===== src/rtl/lstm_input_sequencer_pkg.sv =====
// -----------------------------------------------------------------------------
// lstm_input_sequencer_pkg
//   Shared sizing constants and FSM state encoding for the LSTM input
//   sequencer and its address generator.
//   No ports: imported with "import lstm_input_sequencer_pkg::*;".
// -----------------------------------------------------------------------------
package lstm_input_sequencer_pkg;

    localparam int WIDTH            = 32;
    localparam int NUM              = 45;
    localparam int NUM_ITERATIONS   = 8;
    localparam int NUM_SAMPLES      = 2;
    localparam int WORDS_PER_SAMPLE = NUM * NUM_ITERATIONS;
    localparam int ROM_DEPTH        = WORDS_PER_SAMPLE * NUM_SAMPLES;

    // FSM state encoding, kept as plain constants for legacy tool flows
    localparam int         STATE_W      = 2;
    localparam logic [1:0] ST_IDLE      = 2'd0;
    localparam logic [1:0] ST_STREAM    = 2'd1;
    localparam logic [1:0] ST_STEP_WAIT = 2'd2;
    localparam logic [1:0] ST_DONE      = 2'd3;

endpackage


===== src/rtl/lstm_input_sequencer_addr_gen.sv =====
// -----------------------------------------------------------------------------
// lstm_seq_addr_gen
//   Feature/timestep counters, per-sample base register and the ROM address
//   adder (base + step*NUM + feat) for the LSTM input sequencer.
// Ports
//   clk, rst_n   clock, asynchronous active-low reset
//   clr          return counters to zero (abort)
//   load_base    capture base = sel_in*NUM*NUM_ITERATIONS and zero the counters
//   sel_in       sample index used by load_base
//   step_inc     advance to the next timestep, feature back to 0
//   feat_inc     advance to the next feature word
//   mem_addr     ROM address for the current feature/timestep
//   feat, step   current counter values
//   last_feat    feat is the last word of a timestep
//   last_step    step is the last timestep of a sample
// -----------------------------------------------------------------------------
module lstm_seq_addr_gen #(
    parameter int WIDTH          = 32,
    parameter int NUM            = 45,
    parameter int NUM_ITERATIONS = 8
) (
    input  logic             clk,
    input  logic             rst_n,
    input  logic             clr,
    input  logic             load_base,
    input  logic [WIDTH-1:0] sel_in,
    input  logic             step_inc,
    input  logic             feat_inc,
    output logic [WIDTH-1:0] mem_addr,
    output logic [WIDTH-1:0] feat,
    output logic [WIDTH-1:0] step,
    output logic             last_feat,
    output logic             last_step
);

    localparam logic [WIDTH-1:0] NUM_W       = WIDTH'(NUM);
    localparam logic [WIDTH-1:0] WPS_W       = WIDTH'(NUM * NUM_ITERATIONS);
    localparam logic [WIDTH-1:0] LAST_FEAT_W = WIDTH'(NUM - 1);
    localparam logic [WIDTH-1:0] LAST_STEP_W = WIDTH'(NUM_ITERATIONS - 1);
    localparam logic [WIDTH-1:0] ONE_W       = WIDTH'(1);
    localparam logic [WIDTH-1:0] ZERO_W      = WIDTH'(0);

    logic [WIDTH-1:0] feat_q, feat_d;
    logic [WIDTH-1:0] step_q, step_d;
    logic [WIDTH-1:0] base_q, base_d;

    // Next-state for the counters and base; clear has priority over loading
    always_comb begin
        feat_d = feat_q;
        step_d = step_q;
        base_d = base_q;
        if (clr) begin
            feat_d = ZERO_W;
            step_d = ZERO_W;
        end else if (load_base) begin
            base_d = sel_in * WPS_W;
            feat_d = ZERO_W;
            step_d = ZERO_W;
        end else if (step_inc) begin
            step_d = step_q + ONE_W;
            feat_d = ZERO_W;
        end else if (feat_inc) begin
            feat_d = feat_q + ONE_W;
        end else begin
            feat_d = feat_q;
        end
    end

    // Counter and base registers
    always_ff @(posedge clk or negedge rst_n) begin
        if (!rst_n) begin
            feat_q <= ZERO_W;
            step_q <= ZERO_W;
            base_q <= ZERO_W;
        end else begin
            feat_q <= feat_d;
            step_q <= step_d;
            base_q <= base_d;
        end
    end

    // Address is derived only from registers, so it is stable for a full cycle
    assign mem_addr  = base_q + (step_q * NUM_W) + feat_q;
    assign feat      = feat_q;
    assign step      = step_q;
    assign last_feat = (feat_q == LAST_FEAT_W);
    assign last_step = (step_q == LAST_STEP_W);

endmodule


===== src/rtl/lstm_input_sequencer.sv =====
// -----------------------------------------------------------------------------
// lstm_input_sequencer
//   Walks the input-vector ROM for one sample and streams its feature words,
//   one timestep at a time, on a valid/ready interface. After the last word of
//   each timestep it waits for step_ack before fetching the next timestep.
// Ports
//   clk, rst_n    clock, asynchronous active-low reset
//   start         1-cycle request to stream the sample chosen by sample_sel
//   sample_sel    sample index (start ignored when out of range)
//   abort         synchronous return to IDLE, highest priority after reset
//   step_ack      cell finished with the current timestep
//   mem_addr      ROM address (combinational ROM read)
//   mem_data      ROM read data, forwarded unmodified
//   x_data        feature word; x_feat/x_step/x_last_feat/x_last_step tag it
//   x_valid       word valid; x_ready consumer accepts it
//   busy          not IDLE
//   done          1-cycle pulse when the whole sample is acknowledged
// -----------------------------------------------------------------------------
module lstm_input_sequencer
    import lstm_input_sequencer_pkg::*;
#(
    parameter int WIDTH          = lstm_input_sequencer_pkg::WIDTH,
    parameter int NUM            = lstm_input_sequencer_pkg::NUM,
    parameter int NUM_ITERATIONS = lstm_input_sequencer_pkg::NUM_ITERATIONS,
    parameter int NUM_SAMPLES    = lstm_input_sequencer_pkg::NUM_SAMPLES
) (
    input  logic             clk,
    input  logic             rst_n,
    input  logic             start,
    input  logic [WIDTH-1:0] sample_sel,
    input  logic             abort,
    input  logic             step_ack,
    output logic [WIDTH-1:0] mem_addr,
    input  logic [WIDTH-1:0] mem_data,
    output logic [WIDTH-1:0] x_data,
    output logic             x_valid,
    input  logic             x_ready,
    output logic [WIDTH-1:0] x_feat,
    output logic [WIDTH-1:0] x_step,
    output logic             x_last_feat,
    output logic             x_last_step,
    output logic             busy,
    output logic             done
);

    localparam logic [WIDTH-1:0] NUM_SAMPLES_W = WIDTH'(NUM_SAMPLES);
    localparam logic [WIDTH-1:0] ZERO_W        = WIDTH'(0);

    logic [STATE_W-1:0] state_q, state_d;
    logic               fetch_done_q, fetch_done_d;
    logic [WIDTH-1:0]   x_data_q, x_data_d;
    logic               x_valid_q, x_valid_d;
    logic [WIDTH-1:0]   x_feat_q, x_feat_d;
    logic [WIDTH-1:0]   x_step_q, x_step_d;
    logic               x_last_feat_q, x_last_feat_d;
    logic               x_last_step_q, x_last_step_d;
    logic               busy_q, busy_d;
    logic               done_q, done_d;

    logic               clr_s;
    logic               load_base_s;
    logic               step_inc_s;
    logic               feat_inc_s;
    logic [WIDTH-1:0]   feat_s;
    logic [WIDTH-1:0]   step_s;
    logic               last_feat_s;
    logic               last_step_s;

    lstm_seq_addr_gen #(
        .WIDTH          (WIDTH),
        .NUM            (NUM),
        .NUM_ITERATIONS (NUM_ITERATIONS)
    ) u_addr_gen (
        .clk       (clk),
        .rst_n     (rst_n),
        .clr       (clr_s),
        .load_base (load_base_s),
        .sel_in    (sample_sel),
        .step_inc  (step_inc_s),
        .feat_inc  (feat_inc_s),
        .mem_addr  (mem_addr),
        .feat      (feat_s),
        .step      (step_s),
        .last_feat (last_feat_s),
        .last_step (last_step_s)
    );

    // FSM, output register and counter control
    always_comb begin
        state_d       = state_q;
        fetch_done_d  = fetch_done_q;
        x_data_d      = x_data_q;
        x_valid_d     = x_valid_q;
        x_feat_d      = x_feat_q;
        x_step_d      = x_step_q;
        x_last_feat_d = x_last_feat_q;
        x_last_step_d = x_last_step_q;
        clr_s         = 1'b0;
        load_base_s   = 1'b0;
        step_inc_s    = 1'b0;
        feat_inc_s    = 1'b0;

        if (abort) begin
            state_d      = ST_IDLE;
            x_valid_d    = 1'b0;
            fetch_done_d = 1'b0;
            clr_s        = 1'b1;
        end else begin
            case (state_q)
                ST_IDLE: begin
                    // out-of-range sample indices are silently refused
                    if (start && (sample_sel < NUM_SAMPLES_W)) begin
                        state_d      = ST_STREAM;
                        fetch_done_d = 1'b0;
                        load_base_s  = 1'b1;
                    end else begin
                        state_d = ST_IDLE;
                    end
                end
                ST_STREAM: begin
                    if (!fetch_done_q && (!x_valid_q || x_ready)) begin
                        // output slot free (or being freed): take the ROM word
                        x_data_d      = mem_data;
                        x_valid_d     = 1'b1;
                        x_feat_d      = feat_s;
                        x_step_d      = step_s;
                        x_last_feat_d = last_feat_s;
                        x_last_step_d = last_step_s;
                        if (last_feat_s) begin
                            fetch_done_d = 1'b1;
                        end else begin
                            feat_inc_s = 1'b1;
                        end
                    end else if (fetch_done_q && x_valid_q && x_ready) begin
                        // last word of the timestep has been taken
                        x_valid_d = 1'b0;
                        state_d   = ST_STEP_WAIT;
                    end else begin
                        state_d = ST_STREAM;
                    end
                end
                ST_STEP_WAIT: begin
                    if (step_ack) begin
                        if (last_step_s) begin
                            state_d = ST_DONE;
                        end else begin
                            state_d      = ST_STREAM;
                            fetch_done_d = 1'b0;
                            step_inc_s   = 1'b1;
                        end
                    end else begin
                        state_d = ST_STEP_WAIT;
                    end
                end
                ST_DONE: begin
                    state_d = ST_IDLE;
                end
                default: begin
                    state_d      = ST_IDLE;
                    x_valid_d    = 1'b0;
                    fetch_done_d = 1'b0;
                    clr_s        = 1'b1;
                end
            endcase
        end

        // status outputs are registered copies of the next state
        busy_d = (state_d != ST_IDLE);
        done_d = (state_d == ST_DONE);
    end

    // State and output registers
    always_ff @(posedge clk or negedge rst_n) begin
        if (!rst_n) begin
            state_q       <= ST_IDLE;
            fetch_done_q  <= 1'b0;
            x_data_q      <= ZERO_W;
            x_valid_q     <= 1'b0;
            x_feat_q      <= ZERO_W;
            x_step_q      <= ZERO_W;
            x_last_feat_q <= 1'b0;
            x_last_step_q <= 1'b0;
            busy_q        <= 1'b0;
            done_q        <= 1'b0;
        end else begin
            state_q       <= state_d;
            fetch_done_q  <= fetch_done_d;
            x_data_q      <= x_data_d;
            x_valid_q     <= x_valid_d;
            x_feat_q      <= x_feat_d;
            x_step_q      <= x_step_d;
            x_last_feat_q <= x_last_feat_d;
            x_last_step_q <= x_last_step_d;
            busy_q        <= busy_d;
            done_q        <= done_d;
        end
    end

    assign x_data      = x_data_q;
    assign x_valid     = x_valid_q;
    assign x_feat      = x_feat_q;
    assign x_step      = x_step_q;
    assign x_last_feat = x_last_feat_q;
    assign x_last_step = x_last_step_q;
    assign busy        = busy_q;
    assign done        = done_q;

endmodule


===== config.mk =====
export PLATFORM = sky130hd
export DESIGN_NAME = lstm_input_sequencer
export DESIGN_NICKNAME = d
export VERILOG_FILES = /design/src/rtl/lstm_input_sequencer_pkg.sv /design/src/rtl/lstm_input_sequencer_addr_gen.sv /design/src/rtl/lstm_input_sequencer.sv
export SDC_FILE = /design/constraint.sdc
export NUM_CORES = 1
export LEC_CHECK = 0
export BUFFER_PORTS_ARGS = -buffer_cell sky130_fd_sc_hd__buf_4
export CAP_MARGIN = 5
export CORE_MARGIN = 5
export CORE_UTILIZATION = 52
export CTS_CLUSTER_DIAMETER = 120
export CTS_CLUSTER_SIZE = 24
export DETAILED_ROUTE_END_ITERATION = 6
export PLACE_DENSITY = 0.8
export SLEW_MARGIN = 20
export SYNTH_ARGS = -nofsm -noshare
export SYNTH_HDL_FRONTEND = slang
export SYNTH_SLANG_ARGS = --single-unit

===== constraint.sdc =====
create_clock -name clk -period 5.5 [get_ports clk]
set_clock_uncertainty 0.05 [all_clocks]
set_input_delay 1.1 -clock clk [delete_from_list [all_inputs] [get_ports clk]]
set_output_delay 1.1 -clock clk [all_outputs]
set_load 0.1 [all_outputs]

==> flow_summary.yaml <==
power:
  p_leak_uw: 0.0110
  power.density_nw_per_um2: 180
  ir_drop_uv: 205
routing:
  drtIter0Drc: 751
  post_drt_wl_per_cell_um: 18.6
  wl_um: 44900
  dr.pass1.iters: 5
  vias: 13005
  drtAntennaViolNets: 0
  drc: 0
  avgViaCountPerCell: 5.37
worst_hold_path:
  hold_depth: 2
  hold_class: "reg -> reg"
placement:
  place.detailed.hpwl_um: 34100
  port_buffers: 202
  place.gp.congestion: 0.938
  dpl-instance-area_um2: 20100
sta:
  period_share_pct: 113
  setup_viol: 19
  maxSlewViolCount: 0
  hold_violations: 0
  min_period_ns: 6.22
  worstMarginPinSlew_ns: 0.963
  rsz0062_at_grt: "yes"
  setup_slack_ns: -0.717
  timing.fmax_ghz: 0.161
  slew_headroom_pct: 35.8
  fin_setup_tns_ns: -8.49
finish:
  final_cell_mix: "340 x buf_4, 322 x inv_1, 179 x dfrtp_1"
  fin_util_pct: 70.6
  final_common_cell: "buf_4"
  antenna_cells: 0
  syn_to_final_growth_pct: 33.5
  fill_cells: 2029
  finish.instance_area_um2: 21700
  layout-drive-gt1-share_pct: 34.7
  final_nets: 2369
setup_path:
  cp-start-kind: "flop"
  path_class: "reg -> out"
  cp.arrival_ns: 5.07
  endpoint_kind: "primary output"
  cp.required_ns: 4.35
  rr_worst_depth: 11
  worstPathMaxFanout: 4
cts:
  ctsHoldBuffers: 0
  cts_tree: "done"
  clock-root-buffer: "clkbuf_16"
  cts_buffers: 17
  htree_levels: 4
  clock-sinks: 197
  clk_latency_ns: 0.46
  cts_buffer_depth: 2
  cts.clk_slew.worst_paths_ns: 0.07
status:
  status: "finished with violations"
  violations: "negative setup slack"
synthesis:
  synthFlopType: "dfrtp_1"
  syn_area_per_cell_um2: 9.95
  synth_seq_area_share_pct: 30.4
  synth-seq-cells: 197
  synth_cells: 1631
  synth_cell_type_count: 58
  synthArstFlopShare_pct: 100
  synth_nets: 1989
  synth-edff-count: 0
  synth_area_um2: 16200
  ys_warn_count: 0
grt:
  antenna_found_initial: 0
  grt.total_usage_pct: 24.7
  grt_overflow: 0
  grt_pass1_wl_um: 70500
  grt_pass1_vias: 13768
  grt_max_degree: 139
die:
  die_w_um: 187
  design.core.area_um2: 30700
  die_area_um2: 34800
  dieHeight_um: 187
  ios: 203
  start_util_pct: 52.9
  rows: 64
flow_run:
  max_cap_viol_count: 0
[what timing repair did]
action	in CTS	in global routing
setup buffers	11	18
endpoints found under the setup margin	22	23
resized for setup	85	91
pin swaps	28	50
[cell usage after synthesis (14+ instances only)]
library cell	number	area, um2
a21o_1	29	218
a21oi_1	53	265
clkbuf_1	24	90.1
dfrtp_1	197	4930
fa_1	144	2880
ha_1	144	1800
inv_1	348	1310
mux2_2	103	1160
nand2_1	89	334
nand3_1	38	190
nor2_1	94	353
nor2b_1	14	87.6
nor3_1	19	95.1
nor4_1	21	131
o21ai_0	61	305
xnor2_1	78	683
xor2_1	49	429
[layer usage]
metal  wire length [um]  vias up  GRT usage (%)  part of all wire (%)
met5                  0        -              0                     0
met4               1010        0           5.63                   2.3
met3               2460       73           3.96                   5.5
met2              22900      438           43.4                    51
met1              18600     6479           32.3                    41
li1                   -     6015              -                     -
[critical path, stage by stage, from the launching register on]
cell      delay (ns)
dfrtp_2         0.44
buf_6           0.13
ha_4            0.13
inv_2           0.03
fa_1            0.50
inv_2           0.05
fa_1            0.53
inv_2           0.04
fa_1            0.54
inv_2           0.06
ha_4            0.24
o21a_1          0.10
o21a_1          0.20
a211oi_2        0.24
o21ai_2         0.11
a221o_1         0.39
a21oi_2         0.21
o21ai_2         0.09
a21oi_2         0.24
xnor2_4         0.15
buf_12          0.19
[layout make-up]
| type | instances | area [um2] | area share [%] |
|---|---|---|---|
| Multi-Input combinational cell | 1060 | 11100 | 51.2 |
| Clock inverter | 13 | 116 | 0.537 |
| Sequential cell | 197 | 4950 | 22.9 |
| Inverter | 348 | 1310 | 6.06 |
| Clock buffer | 19 | 433 | 2.00 |
| Tap cell | 396 | 495 | 2.29 |
| Timing Repair Buffer | 387 | 3270 | 15.1 |
[logic make-up after synthesis]
group / count (synthesis) / share of synthesized area, %
compound gates: 205 / 8.02
xor+xnor: 127 / 6.85
fa+ha+maj: 288 / 28.9
buf+inv: 374 / 8.65
flops: 197 / 30.4
mux: 106 / 7.33
simple gates: 334 / 9.91
[stage by stage]
stage               worst slack, ns  total power (uW)  hold slack (ns)  cells
floorplan                    -0.360              2390            0.389   1631
global placement             -0.317              2670            0.408   2365
detailed placement           -0.424              2700            0.423   2365
CTS                          -0.691              3900            0.439   2406
global route                 -0.907              4110            0.465   2420
finish                       -0.717              3900            0.432   2420
[power breakdown]
| part | switching, uW | leakage (uW) | internal [uW] | total [uW] |
|---|---|---|---|---|
| clock network | 618 | 0.000262 | 595 | 1210 |
| logic | 716 | 0.00809 | 497 | 1210 |
| registers | 7.60 | 0.00268 | 1460 | 1470 |
[final timing paths]
check,startpoint,to,slack (ns)
max,u_addr_gen.step[4]$_DFFE_PN0P_,mem_addr[27],-0.72
min,u_addr_gen.base_q[19]$_DFFE_PN0P_,u_addr_gen.base_q[19]$_DFFE_PN0P_,0.43
max reg2reg,state_q[0]$_DFF_PN0_,u_addr_gen.feat[30]$_DFFE_PN0P_,1.72
min reg2reg,u_addr_gen.base_q[19]$_DFFE_PN0P_,u_addr_gen.base_q[19]$_DFFE_PN0P_,0.43
max in group asynchronous,rst_n,u_addr_gen.step[5]$_DFFE_PN0P_,4.09
min in group asynchronous,rst_n,u_addr_gen.feat[26]$_DFFE_PN0P_,0.46
[flip-flops by register name (all words and copies together) (netlist names)]
name,flops
busy,1
done,1
fetch_done_q,1
state_q,2
u_addr_gen.base_q,29
u_addr_gen.feat,32
u_addr_gen.step,32
x_data,32
x_feat,32
x_last_feat,1
x_last_step,1
x_step,32
x_valid,1
Note: power is estimated with default switching activity, not from simulation.
